===== src/rtl/seq_detect_pkg.sv =====
// Shared types and helpers for the serial sequence recogniser.
package seq_detect_pkg;

  typedef enum logic [1:0] {
    IDLE = 2'd0,
    FILL = 2'd1,
    HUNT = 2'd2
  } statetype;

  // Width needed to hold a fill count of 0..len inclusive.
  function automatic int unsigned fill_width(input int unsigned len);
    return unsigned'($clog2(len + 1));
  endfunction

endpackage


===== src/rtl/sat_counter.sv =====
// Saturating up-counter with synchronous clear; holds at all-ones instead of wrapping.
module sat_counter #(
  parameter int unsigned W = 8
) (
  input  logic         clk,
  input  logic         reset,
  input  logic         clr,
  input  logic         inc,
  output logic [W-1:0] q
);

  logic [W-1:0] q_q, q_d;

  always_comb begin
    q_d = q_q;
    if (clr) begin
      q_d = '0;
    end else if (inc && (q_q != '1)) begin
      q_d = q_q + W'(1);
    end
  end

  always_ff @(posedge clk) begin
    if (reset) begin
      q_q <= '0;
    end else begin
      q_q <= q_d;
    end
  end

  assign q = q_q;

endmodule


===== src/rtl/seq_detect_n.sv =====
// Serial recogniser for a runtime-loaded LEN-bit pattern with per-bit don't-care mask,
// overlapping or non-overlapping detection, saturating match count and sticky seen flag.
module seq_detect_n
  import seq_detect_pkg::*;
#(
  parameter int unsigned LEN = 4,
  parameter int unsigned CW  = 8
) (
  input  logic           clk,
  input  logic           reset,
  input  logic           start,
  input  logic           en,
  input  logic           a,
  input  logic [LEN-1:0] pattern,
  input  logic [LEN-1:0] mask,
  input  logic           overlap,
  output logic           match,
  output logic [CW-1:0]  count,
  output logic           seen,
  output logic           armed
);

  localparam int unsigned FW = fill_width(LEN);
  localparam logic [FW-1:0] FillFull = FW'(LEN);

  statetype       state_q, state_d;
  logic [LEN-1:0] window_q, window_d;
  logic [FW-1:0]  fill_q, fill_d;
  logic [LEN-1:0] pat_q, pat_d;
  logic [LEN-1:0] msk_q, msk_d;
  logic           ovl_q, ovl_d;
  logic           match_q, match_d;
  logic           seen_q, seen_d;
  logic           armed_q, armed_d;

  logic           accept;
  logic           hit;
  logic [LEN-1:0] w_cand;
  logic [FW-1:0]  fill_nxt;

  assign accept   = en && !start && (state_q != IDLE);
  assign w_cand   = {window_q[LEN-2:0], a};
  assign fill_nxt = (fill_q == FillFull) ? FillFull : fill_q + FW'(1);
  assign hit      = accept && (fill_nxt == FillFull) && (((w_cand ^ pat_q) & msk_q) == '0);

  always_comb begin
    state_d  = state_q;
    window_d = window_q;
    fill_d   = fill_q;
    pat_d    = pat_q;
    msk_d    = msk_q;
    ovl_d    = ovl_q;
    match_d  = 1'b0;
    seen_d   = seen_q;

    if (start) begin
      // Re-arm discards history and any coincident serial bit.
      state_d  = FILL;
      window_d = '0;
      fill_d   = '0;
      seen_d   = 1'b0;
      pat_d    = pattern;
      msk_d    = mask;
      ovl_d    = overlap;
    end else if (accept) begin
      if (hit) begin
        match_d = 1'b1;
        seen_d  = 1'b1;
        if (ovl_q) begin
          window_d = w_cand;
          fill_d   = FillFull;
          state_d  = HUNT;
        end else begin
          window_d = '0;
          fill_d   = '0;
          state_d  = FILL;
        end
      end else begin
        window_d = w_cand;
        fill_d   = fill_nxt;
        state_d  = (fill_nxt == FillFull) ? HUNT : FILL;
      end
    end

    armed_d = (state_d != IDLE);
  end

  always_ff @(posedge clk) begin
    if (reset) begin
      state_q  <= IDLE;
      window_q <= '0;
      fill_q   <= '0;
      pat_q    <= '0;
      msk_q    <= '0;
      ovl_q    <= 1'b0;
      match_q  <= 1'b0;
      seen_q   <= 1'b0;
      armed_q  <= 1'b0;
    end else begin
      state_q  <= state_d;
      window_q <= window_d;
      fill_q   <= fill_d;
      pat_q    <= pat_d;
      msk_q    <= msk_d;
      ovl_q    <= ovl_d;
      match_q  <= match_d;
      seen_q   <= seen_d;
      armed_q  <= armed_d;
    end
  end

  sat_counter #(
    .W(CW)
  ) u_count (
    .clk  (clk),
    .reset(reset),
    .clr  (start),
    .inc  (hit),
    .q    (count)
  );

  assign match = match_q;
  assign seen  = seen_q;
  assign armed = armed_q;

endmodule


===== config.mk =====
export PLATFORM = sky130hd
export DESIGN_NAME = seq_detect_n
export DESIGN_NICKNAME = d
export VERILOG_FILES = /design/src/rtl/seq_detect_pkg.sv /design/src/rtl/sat_counter.sv /design/src/rtl/seq_detect_n.sv
export SDC_FILE = /design/constraint.sdc
export NUM_CORES = 1
export LEC_CHECK = 0
export CORE_ASPECT_RATIO = 0.75
export CORE_MARGIN = 2
export CORE_UTILIZATION = 50
export DETAILED_ROUTE_END_ITERATION = 6
export GPL_ROUTABILITY_DRIVEN = 0
export PLACE_DENSITY = 0.77
export SLEW_MARGIN = 15
export SYNTH_ARGS = -nofsm -noshare
export SYNTH_HDL_FRONTEND = slang
export SYNTH_SLANG_ARGS = --single-unit

===== constraint.sdc =====
create_clock -name clk -period 2.6 [get_ports clk]
set_input_delay 0.26 -clock clk [delete_from_list [all_inputs] [get_ports clk]]
set_output_delay 0.26 -clock clk [all_outputs]
set_load 0.01 [all_outputs]

==> reports/results.tsv <==
metric	value	unit
grt_max_degree	17	
synthesis.nets	161	
first_global_vias	1088	
rsz0062_at_grt	false	
pwr_density_cell	500	mW/mm^2
ir_drop	0.000323	V
floorplan.initialDensity	51.5	%
tightest_slew	0.423	ns
grt_usage	19.8	%
dieWidth	63.1	um
fin_skew	0.00726	ns
internal_power_component	0.636	mW
cap_viol_max_count	0	
ctsRootBufferMaster	sky130_fd_sc_hd__clkbuf_4	
antenna_left	0	
cellLeakagePower	0.603	nW
postLayoutCoreUtil	64.1	%
mostFrequentLayoutCell	sky130_fd_sc_hd__dfxtp_1	
chipHeight	48.3	um
cts_resized	0	
postCtsSetupRepairBufs	0	
yosys_warnings	0	
floorplan.io_pins	25	
synth_largest_type_area_fraction	42.8	%
cp_data_arrival_time	2.50	ns
maxSlewViolCount	0	
synth_edf_count	0	
crit_path_category	reg -> reg	
finalHoldViolCount	0	
ctsLongestPathBuffers	2	
swShare	21.9	%
most-common-layout-cells	sky130_fd_sc_hd__dfxtp_1, sky130_fd_sc_hd__clkdlybuf4s50_1, sky130_fd_sc_hd__nor2_1	
floorplan.rows	16	
net-switching-power	0.179	mW
timing.final.crit_share	85.3	%
routed_wire_length_per_instance	13.5	um
setup_slack	0.382	ns
cp_data_required_time	2.88	ns
htree_num_levels	1	
port-buffer-count	24	
yosys.cell_types.count	36	
cts_made_buffers	3	
insertedDiodeCount	0	
timing.critical_path.fanout_max	16	
cts_tree	yes	
power.share.clock	35.8	%
via_per_inst	5.52	
synth_area_leaders	sky130_fd_sc_hd__dfxtp_1, sky130_fd_sc_hd__mux2i_1, sky130_fd_sc_hd__nor2_1	
syn_avg_cell_area	9.10	um^2
die_area	0.00305	mm^2
post-layout-total-power	0.815	mW
cts.reportedPaths.clkPinSlew	0.16	ns
timing.setup.tns	0	ns
seq_power_share	55.2	%
p_comb_share	8.9	%
post-place-cells	199	
asyncSetResetFlopFracSynth	0	%
cts_hold_buf	0	
layout.nets	185	
layout.cells.non_filler	203	
gr-total-overflow	0	
portion_of_the_post_synthesis_area_used_by_sequential_elements	42.8	%
design.core.area	0.00254	mm^2
routed-via-count	1121	
layout_cell_share_with_drive_strength_beyond_1	6.59	%
total_wire_length	2740	um
fmax	451	MHz
drtPass1Iterations	4	
timing.final.setup_violations	0	
end_kind	flip-flop	
mappedNetlistArea	0.00131	mm^2
dp_hpwl	1990	um
slew_headroom	71.7	%
first_iter_violations	50	
hold_path.class	reg -> reg	
clk_latency	0.34	ns
ys.flop_type	sky130_fd_sc_hd__dfxtp_1	
synth_largest_area_cell	sky130_fd_sc_hd__dfxtp_1	
syn2layout_area_growth	24.5	%
ff_latch_count_synth	28	
status	finished, final reports clean	
grt_first_pass_wirelength	4830	um
drc	0	
preCtsSetupSlack	0.364	ns
timing.critical_path.from_type	flip-flop	
syn-instance-count	144	
cts_num_sinks	28	
timing.final.crit_period	2.22	ns
grt_antenna_before_repair	0	
==> worst max-delay path, cell delays in order (launching register included) <==
cell and delay, ns:
sky130_fd_sc_hd__dfxtp_1 0.43, sky130_fd_sc_hd__inv_1 0.08, sky130_fd_sc_hd__ha_1 0.30, sky130_fd_sc_hd__nand2b_1 0.16, sky130_fd_sc_hd__o21a_1 0.20, sky130_fd_sc_hd__nand4b_4 0.29, sky130_fd_sc_hd__or4_1 0.56, sky130_fd_sc_hd__a21oi_1 0.15
==> flip-flops by register name (all words and copies together) (netlist names) <==
signal	flops
msk_q	4
pat_q	4
seen	1
armed	1
ovl_q	1
fill_q	3
window_q	3
state_q	2
match	1
u_count.q	8
==> layout make-up <==
cell class,count,area (um^2)
Clock inverter,1,30.0
Clock buffer,3,22.5
Fill cell,219,912
Tap cell,36,45.0
Multi-Input combinational cell,106,709
Timing Repair Buffer,25,248
Inverter,4,15.0
Sequential cell,28,561
==> kinds of logic after synthesis <==
kind of cell / after synthesis / synth area share (%)
simple gates: 56 / 23.9
compound gates: 33 / 17.2
flops: 28 / 42.8
buf+inv: 10 / 3.06
mux: 9 / 6.88
xor+xnor: 5 / 3.34
fa+ha+maj: 3 / 2.87
==> power by group through the flow <==
stage               Clock (mW)  Sequential (mW)  Combinational, mW
floorplan                    0            0.458             0.0417
global placement             0            0.459             0.0712
detailed placement           0            0.459             0.0730
CTS                      0.298            0.450             0.0740
global route             0.312            0.452             0.0809
finish                   0.292            0.450             0.0729
==> per-layer routing <==
layer	wire length (um)	up-vias	global-route usage (%)
met4	13	0	4.44
met3	113	2	6.28
met1	1330	521	24.6
met5	0	-	0
li1	-	575	-
met2	1280	23	33.5
==> cells in the mapped netlist (2+ instances only) <==
cell type                  number
sky130_fd_sc_hd__dfxtp_1       28
sky130_fd_sc_hd__nor2_1        20
sky130_fd_sc_hd__a21oi_1       10
sky130_fd_sc_hd__nand3_1       10
sky130_fd_sc_hd__mux2i_1        9
sky130_fd_sc_hd__nand2_1        6
sky130_fd_sc_hd__o21ai_0        5
sky130_fd_sc_hd__clkbuf_1       4
sky130_fd_sc_hd__inv_1          4
sky130_fd_sc_hd__o31ai_1        4
sky130_fd_sc_hd__xor2_1         4
sky130_fd_sc_hd__a211oi_1       3
sky130_fd_sc_hd__ha_1           3
sky130_fd_sc_hd__nor4_1         3
sky130_fd_sc_hd__o21a_1         3
sky130_fd_sc_hd__a22oi_2        2
sky130_fd_sc_hd__and3_1         2
sky130_fd_sc_hd__and4b_1        2
sky130_fd_sc_hd__buf_2          2
sky130_fd_sc_hd__o31a_1         2
sky130_fd_sc_hd__or3_1          2
sky130_fd_sc_hd__or4_1          2
==> worst paths after layout <==
check,from,to,slack (ns),depth (start not counted)
setup / recovery,fill_q[0],u_count.q[4],0.38,7
hold / removal,fill_q[1],fill_q[1],0.49,2
setup reg to reg,fill_q[0],u_count.q[4],0.38,7
hold reg to reg,fill_q[1],fill_q[1],0.49,2
==> metrics by stage <==
| stage | cell area (um^2) | hold slack [ns] |
|---|---|---|
| finish | 1630 | 0.494 |
| global route | 1630 | 0.520 |
| detailed placement | 1580 | 0.470 |
| floorplan | 1310 | 0.357 |
| CTS | 1630 | 0.496 |
| global placement | 1580 | 0.458 |
(Power assumes the default switching activity.)
